### src/rtl/clock_pkg.sv
// Shared constants and types for the front-panel clock design.
// Holds button indices, the channel FSM state type and a counter width helper.
package clock_pkg;

    localparam int CLK_HZ  = 100_000_000;

    localparam int NUM_BTN = 3;
    localparam int BTN_L   = 0;
    localparam int BTN_M   = 1;
    localparam int BTN_R   = 2;

    typedef enum logic [1:0] {
        IDLE,
        PRESSED,
        HELD
    } btn_state_e;

    // Width of a counter that runs 0..n-1; never narrower than one bit.
    function automatic int cnt_w(input int n);
        return (n > 1) ? $clog2(n) : 1;
    endfunction

endpackage

### src/rtl/btn_channel.sv
// One push-button conditioner: synchroniser, debouncer and press/hold FSM.
// Ports: clk, rst (sync, active-high), raw pin in; level, press, short_rel,
// long_hold and auto_rep out (level is a debounced level, the rest are
// one-cycle registered pulses).
module btn_channel
    import clock_pkg::*;
#(
    parameter int SYNC_STAGES     = 2,
    parameter int DEBOUNCE_CYCLES = 2_500_000,
    parameter int LONG_CYCLES     = 100_000_000,
    parameter int REPEAT_CYCLES   = 25_000_000
) (
    input  logic clk,
    input  logic rst,
    input  logic raw,
    output logic level,
    output logic press,
    output logic short_rel,
    output logic long_hold,
    output logic auto_rep
);

    // A chain shorter than two flops is not a synchroniser.
    localparam int SS = (SYNC_STAGES < 2) ? 2 : SYNC_STAGES;

    localparam int DW = cnt_w(DEBOUNCE_CYCLES);
    localparam int LW = cnt_w(LONG_CYCLES);
    localparam int RW = cnt_w(REPEAT_CYCLES);

    localparam logic [DW-1:0] DB_LAST   = DW'(DEBOUNCE_CYCLES - 1);
    localparam logic [LW-1:0] LONG_LAST = LW'(LONG_CYCLES - 1);
    localparam logic [RW-1:0] REP_LAST  = RW'(REPEAT_CYCLES - 1);

    // Pin capture flop, then the metastability chain.
    logic          pin_q;
    logic [SS-1:0] sync_q;
    logic          sync;

    logic [DW-1:0] db_cnt;
    logic [DW-1:0] db_cnt_d;
    logic          level_d;
    logic          rise;
    logic          fall;

    btn_state_e    state_q;
    btn_state_e    state_d;
    logic [LW-1:0] hold_q;
    logic [LW-1:0] hold_d;
    logic [RW-1:0] rep_q;
    logic [RW-1:0] rep_d;

    logic          press_d;
    logic          short_d;
    logic          long_d;
    logic          rep_p_d;

    assign sync = sync_q[SS-1];

    // Debounce: a level change is accepted only after the synchronised
    // value has differed from the current level for DEBOUNCE_CYCLES
    // consecutive cycles; any agreeing cycle restarts the count.
    always_comb begin
        level_d  = level;
        db_cnt_d = '0;
        if (sync != level) begin
            if (db_cnt == DB_LAST) begin
                level_d = sync;
            end else begin
                db_cnt_d = db_cnt + 1'b1;
            end
        end
    end

    // The FSM looks at the next level so that press/short land on the
    // same edge that updates btn_level.
    assign rise = level_d & ~level;
    assign fall = ~level_d & level;

    always_comb begin
        state_d = state_q;
        hold_d  = hold_q;
        rep_d   = rep_q;
        press_d = 1'b0;
        short_d = 1'b0;
        long_d  = 1'b0;
        rep_p_d = 1'b0;
        unique case (state_q)
            IDLE: begin
                if (rise) begin
                    press_d = 1'b1;
                    hold_d  = '0;
                    state_d = PRESSED;
                end
            end
            PRESSED: begin
                // A release on the cycle the long pulse would be due
                // still counts as a short press: long has not fired.
                if (fall) begin
                    short_d = 1'b1;
                    state_d = IDLE;
                end else if (hold_q == LONG_LAST) begin
                    long_d  = 1'b1;
                    rep_d   = '0;
                    state_d = HELD;
                end else begin
                    hold_d = hold_q + 1'b1;
                end
            end
            HELD: begin
                // Release wins over a repeat that is due this cycle.
                if (fall) begin
                    state_d = IDLE;
                end else if (rep_q == REP_LAST) begin
                    rep_p_d = 1'b1;
                    rep_d   = '0;
                end else begin
                    rep_d = rep_q + 1'b1;
                end
            end
            default: begin
                state_d = IDLE;
            end
        endcase
    end

    always_ff @(posedge clk) begin
        if (rst) begin
            pin_q     <= 1'b0;
            sync_q    <= '0;
            db_cnt    <= '0;
            level     <= 1'b0;
            state_q   <= IDLE;
            hold_q    <= '0;
            rep_q     <= '0;
            press     <= 1'b0;
            short_rel <= 1'b0;
            long_hold <= 1'b0;
            auto_rep  <= 1'b0;
        end else begin
            pin_q     <= raw;
            sync_q    <= {sync_q[SS-2:0], pin_q};
            db_cnt    <= db_cnt_d;
            level     <= level_d;
            state_q   <= state_d;
            hold_q    <= hold_d;
            rep_q     <= rep_d;
            press     <= press_d;
            short_rel <= short_d;
            long_hold <= long_d;
            auto_rep  <= rep_p_d;
        end
    end

endmodule

### src/rtl/button_cond.sv
// Front-panel input conditioner for the left/middle/right push buttons.
// Ports: clk, rst (sync, active-high), btn_raw[2:0]; per-button btn_level,
// btn_press, btn_short, btn_long, btn_repeat (bit0=L, bit1=M, bit2=R).
module button_cond
    import clock_pkg::*;
#(
    parameter int SYNC_STAGES     = 2,
    parameter int DEBOUNCE_CYCLES = 2_500_000,
    parameter int LONG_CYCLES     = 100_000_000,
    parameter int REPEAT_CYCLES   = 25_000_000
) (
    input  logic                 clk,
    input  logic                 rst,
    input  logic [NUM_BTN-1:0]   btn_raw,
    output logic [NUM_BTN-1:0]   btn_level,
    output logic [NUM_BTN-1:0]   btn_press,
    output logic [NUM_BTN-1:0]   btn_short,
    output logic [NUM_BTN-1:0]   btn_long,
    output logic [NUM_BTN-1:0]   btn_repeat
);

    // Channels share nothing but clock and reset.
    for (genvar i = 0; i < NUM_BTN; i++) begin : g_ch
        btn_channel #(
            .SYNC_STAGES     (SYNC_STAGES),
            .DEBOUNCE_CYCLES (DEBOUNCE_CYCLES),
            .LONG_CYCLES     (LONG_CYCLES),
            .REPEAT_CYCLES   (REPEAT_CYCLES)
        ) u_ch (
            .clk       (clk),
            .rst       (rst),
            .raw       (btn_raw[i]),
            .level     (btn_level[i]),
            .press     (btn_press[i]),
            .short_rel (btn_short[i]),
            .long_hold (btn_long[i]),
            .auto_rep  (btn_repeat[i])
        );
    end

endmodule

### config.mk
export PLATFORM = sky130hd
export DESIGN_NAME = button_cond
export DESIGN_NICKNAME = d
export VERILOG_FILES = /design/src/rtl/clock_pkg.sv /design/src/rtl/btn_channel.sv /design/src/rtl/button_cond.sv
export SDC_FILE = /design/constraint.sdc
export NUM_CORES = 1
export LEC_CHECK = 0
export BUFFER_PORTS_ARGS = -buffer_cell sky130_fd_sc_hd__buf_2
export CORE_MARGIN = 5
export CORE_UTILIZATION = 40
export CTS_CLUSTER_SIZE = 16
export DETAILED_ROUTE_END_ITERATION = 10
export GPL_TIMING_DRIVEN = 0
export PLACE_DENSITY_LB_ADDON = 0.08
export SYNTH_ARGS = -nofsm -noshare
export SYNTH_HDL_FRONTEND = slang
export SYNTH_SLANG_ARGS = --single-unit
export TNS_END_PERCENT = 30
### constraint.sdc
create_clock -name clk -period 5.8 [get_ports clk]
set_clock_uncertainty 0.05 [all_clocks]
set_input_delay 0.58 -clock clk [delete_from_list [all_inputs] [get_ports clk]]
set_output_delay 0.58 -clock clk [all_outputs]
set_load 0.03 [all_outputs]
==> flow_metrics.py <==
metrics = {
    "status": {
        "outcome": "completed",
    },
    "sta": {
        "finalMaxSlewViolations": 0,
        "setup_viol": 0,
        "max_freq_mhz": 312,
        "layout_setup_ws_ps": 2600,
        "rsz0062_at_grt": "false",
        "worstMarginPinSlew_ps": 1270,
        "period_share_pct": 55.2,
        "whs_ps": 191,
        "fin_setup_tns_ps": 0,
        "maxSlewHeadroom_pct": 15.1,
        "period_needed_ps": 3200,
        "finalHoldViolCount": 0,
    },
    "cells_and_area": {
        "stdcell_area_um2": 14300,
        "area_delta_synth_final_pct": 12.3,
        "fin_nets": 1612,
        "drive_above_1_share_pct": 8.95,
        "final_core_util_pct": 45.4,
        "antenna_cells": 0,
        "fin_cells": 2023,
    },
    "clock_tree": {
        "post_cts_resized": 0,
        "cts.clk_slew.worst_paths_ps": 60,
        "clk_latency_ps": 550,
        "hold_buffers": 0,
        "tritoncts": "yes",
        "cts_made_buffers": 31,
        "cts_setup_buffers": 0,
        "cts.sinks": 252,
        "clockBufferDepth": 3,
        "htree_num_levels": 1,
        "cts-root-buf": "clkbuf_16",
    },
    "detailed_routing": {
        "firstDrtPassIters": 5,
        "vias_per_cell": 5.62,
        "drtAntennaViolNets": 0,
        "drt_iter0_markers": 533,
        "wl_per_cell_um": 16.6,
        "num_vias": 11400,
        "wirelength_mm": 33.5,
        "drc": 0,
    },
    "worst_hold_path": {
        "hp-class": "in -> reg",
    },
    "power": {
        "power_mw": 3.67,
        "power.density_nw_per_um2": 257,
        "vdd_drop_max_uv": 227,
        "p_leak_nw": 4.49,
    },
    "logic_synthesis": {
        "yosysSeqAreaShare_pct": 39.6,
        "synth_cells": 1545,
        "synth_area_leaders": "dfxtp_1 (40%), nor2_1 (5.1%), nand3_1 (4.3%), nand2_1 (4.0%), o21ai_0 (3.5%)",
        "synthArstFlopShare_pct": 0,
        "yosysWarnings": 0,
        "synthFlopType": "dfxtp_1",
        "synth_cell_types": 87,
        "synth_top_cell_area_share_pct": 39.6,
        "syn_nets": 1559,
        "syn_area_um2": 12700,
        "ys_seq_elements": 252,
        "synth_area_per_cell_um2": 8.24,
        "yosysTopAreaCell": "dfxtp_1",
        "synth-edff-count": 0,
    },
    "critical_path": {
        "slowest_stage": "o31ai_2",
        "arrival_ps": 3550,
        "crit_type": "reg -> reg",
        "cp.required_ps": 6140,
        "endpoint_kind": "register",
        "path_max_fanout": 10,
        "start_kind": "register",
        "crit_chain": "ha_1, and3_1, nand4b_1, o31ai_2, nand2b_1, clkbuf_1, or3b_2, a21oi_1",
        "cpPeakStageDelay_ps": 780,
        "r2r_slack_ps": 2600,
    },
    "global_route": {
        "overflow": 0,
        "grtUsageTotal_pct": 18.4,
        "grt_max_degree": 15,
        "grt_pass1_wl_mm": 56.1,
        "antenna_found_initial": 0,
        "grt_pass1_vias": 10700,
    },
    "die": {
        "dieWidth_um": 188,
        "rows": 65,
        "ios": 20,
        "dieArea_um2": 35500,
        "start_util_pct": 40.4,
        "coreArea_um2": 31500,
        "die_h_um": 188,
    },
    "place": {
        "dp.cells": 1966,
        "pre_cts_ws_ps": 2630,
        "dp_hpwl_mm": 23.4,
        "routabilityCongestion": 0.822,
        "placed_area_um2": 13300,
        "portBuffers": 19,
    },
    "flow_run": {
        "drv_cap": 0,
    },
}
-- cell usage in the layout (no fill, tap or decap), drive strengths merged, types with 9 or more instances in the layout --
cell type and count:
or4 15, xnor2 32, or2 9, a21oi 87, ha 9, nor4 37
dfxtp 252, inv 23, nor4b 11, o211ai 21, nand4 55, nand2 136
clkbuf 95, and2 23, and3 30, xor2 42, or3 49, and4 21
mux2i 15, nor2b 20, nor2 173, nand3 111, o21ai 98, buf 53
nand2b 12, o31ai 17, a31oi 37, nor3 34
-- final cells by class --
class	instances	area [µm²]
fill	3148	17200
multi-input combinational	1193	7190
sequential	252	5040
clock buffer	52	945
tap	402	503
buffer	76	394
timing repair buffer	20	100
inverter	24	90.1
clock inverter	4	20.0
-- critical path, delay by kind of cell (launching register included) --
family / cells / cell delay (ps)
adder cells (fa/ha/maj): 1 / 230
AO/OA/AOI/OAI: 2 / 840
buffers and inverters: 1 / 450
AND/OR/NAND/NOR: 4 / 1050
flip-flops: 1 / 420
-- per-layer routing --
layer / track usage [%] / vias up / share of wire [%]
met5: 0 / - / 0
met4: 3.87 / 0 / 1.8
met3: 2.24 / 48 / 3.3
met2: 29.7 / 183 / 45
met1: 26.6 / 5361 / 50
li1: - / 5785 / -
-- cell usage after synthesis, types with 4 or more instances --
cell type  number
buf_2          12
o32ai_1         5
nor4_2          5
nand4_1        54
nor2b_1        20
nor4_1         30
o211ai_2        5
or3_1          49
o21ai_1         9
o211ai_1       16
a21oi_1        87
clkbuf_1       43
buf_4          16
nand3_1       109
dfxtp_1       252
and2_1         23
mux2i_1        15
and4_1         20
ha_1            9
or3b_2          5
nor4bb_1        4
or2_2           7
nor3b_1         8
nor4b_1        11
xor2_1         42
a31oi_1        36
or4b_1          5
or4_1          15
and3_1         30
o21a_1          6
nor2_1        173
nor3_1         32
nand3b_1        8
nand2b_1       12
nand2_1       134
o21ai_0        88
inv_1          23
o31ai_1        16
nand4b_1        8
xnor2_1        32
-- state kept, by name (all words and copies together) (netlist names) --
signal,count
g_ch.u_ch.level,3
g_ch.u_ch.press,3
g_ch.u_ch.sync_q,6
g_ch.u_ch.auto_rep,3
g_ch.u_ch.db_cnt,66
g_ch.u_ch.hold_q,81
g_ch.u_ch.pin_q,3
g_ch.u_ch.state_q,6
g_ch.u_ch.short_rel,3
g_ch.u_ch.rep_q,75
g_ch.u_ch.long_hold,3
-- final timing paths --
check,start,to,cells past startpoint
worst max-delay path,g_ch[2].u_ch.rep_q[0]$_SDFFE_PP0P_,g_ch[2].u_ch.rep_q[2]$_SDFFE_PP0P_,8
worst min-delay path,btn_raw[1],g_ch[1].u_ch.pin_q$_SDFF_PP0_,2
worst max register to register,g_ch[2].u_ch.rep_q[0]$_SDFFE_PP0P_,g_ch[2].u_ch.rep_q[2]$_SDFFE_PP0P_,8
worst min register to register,g_ch[0].u_ch.pin_q$_SDFF_PP0_,g_ch[0].u_ch.sync_q[0]$_SDFF_PP0_,1
-- where the power goes --
part | total [mW] | switching, mW | internal, mW
sequential | 1.74 | 0.00289 | 1.74
clock | 1.84 | 0.746 | 1.09
combinational | 0.0897 | 0.0666 | 0.0231
-- kinds of logic after synthesis --
kind of cell	Yosys count	synth area share, %
adders and majority gates	9	0.885
AOI/OAI and AO/OA	315	16.0
buffers and inverters	100	3.81
DFF	252	39.6
xor gates and xnor gates	74	5.09
and+or+nand+nor	780	33.3
muxes	15	1.18
Power figures use the tool's default switching activity.
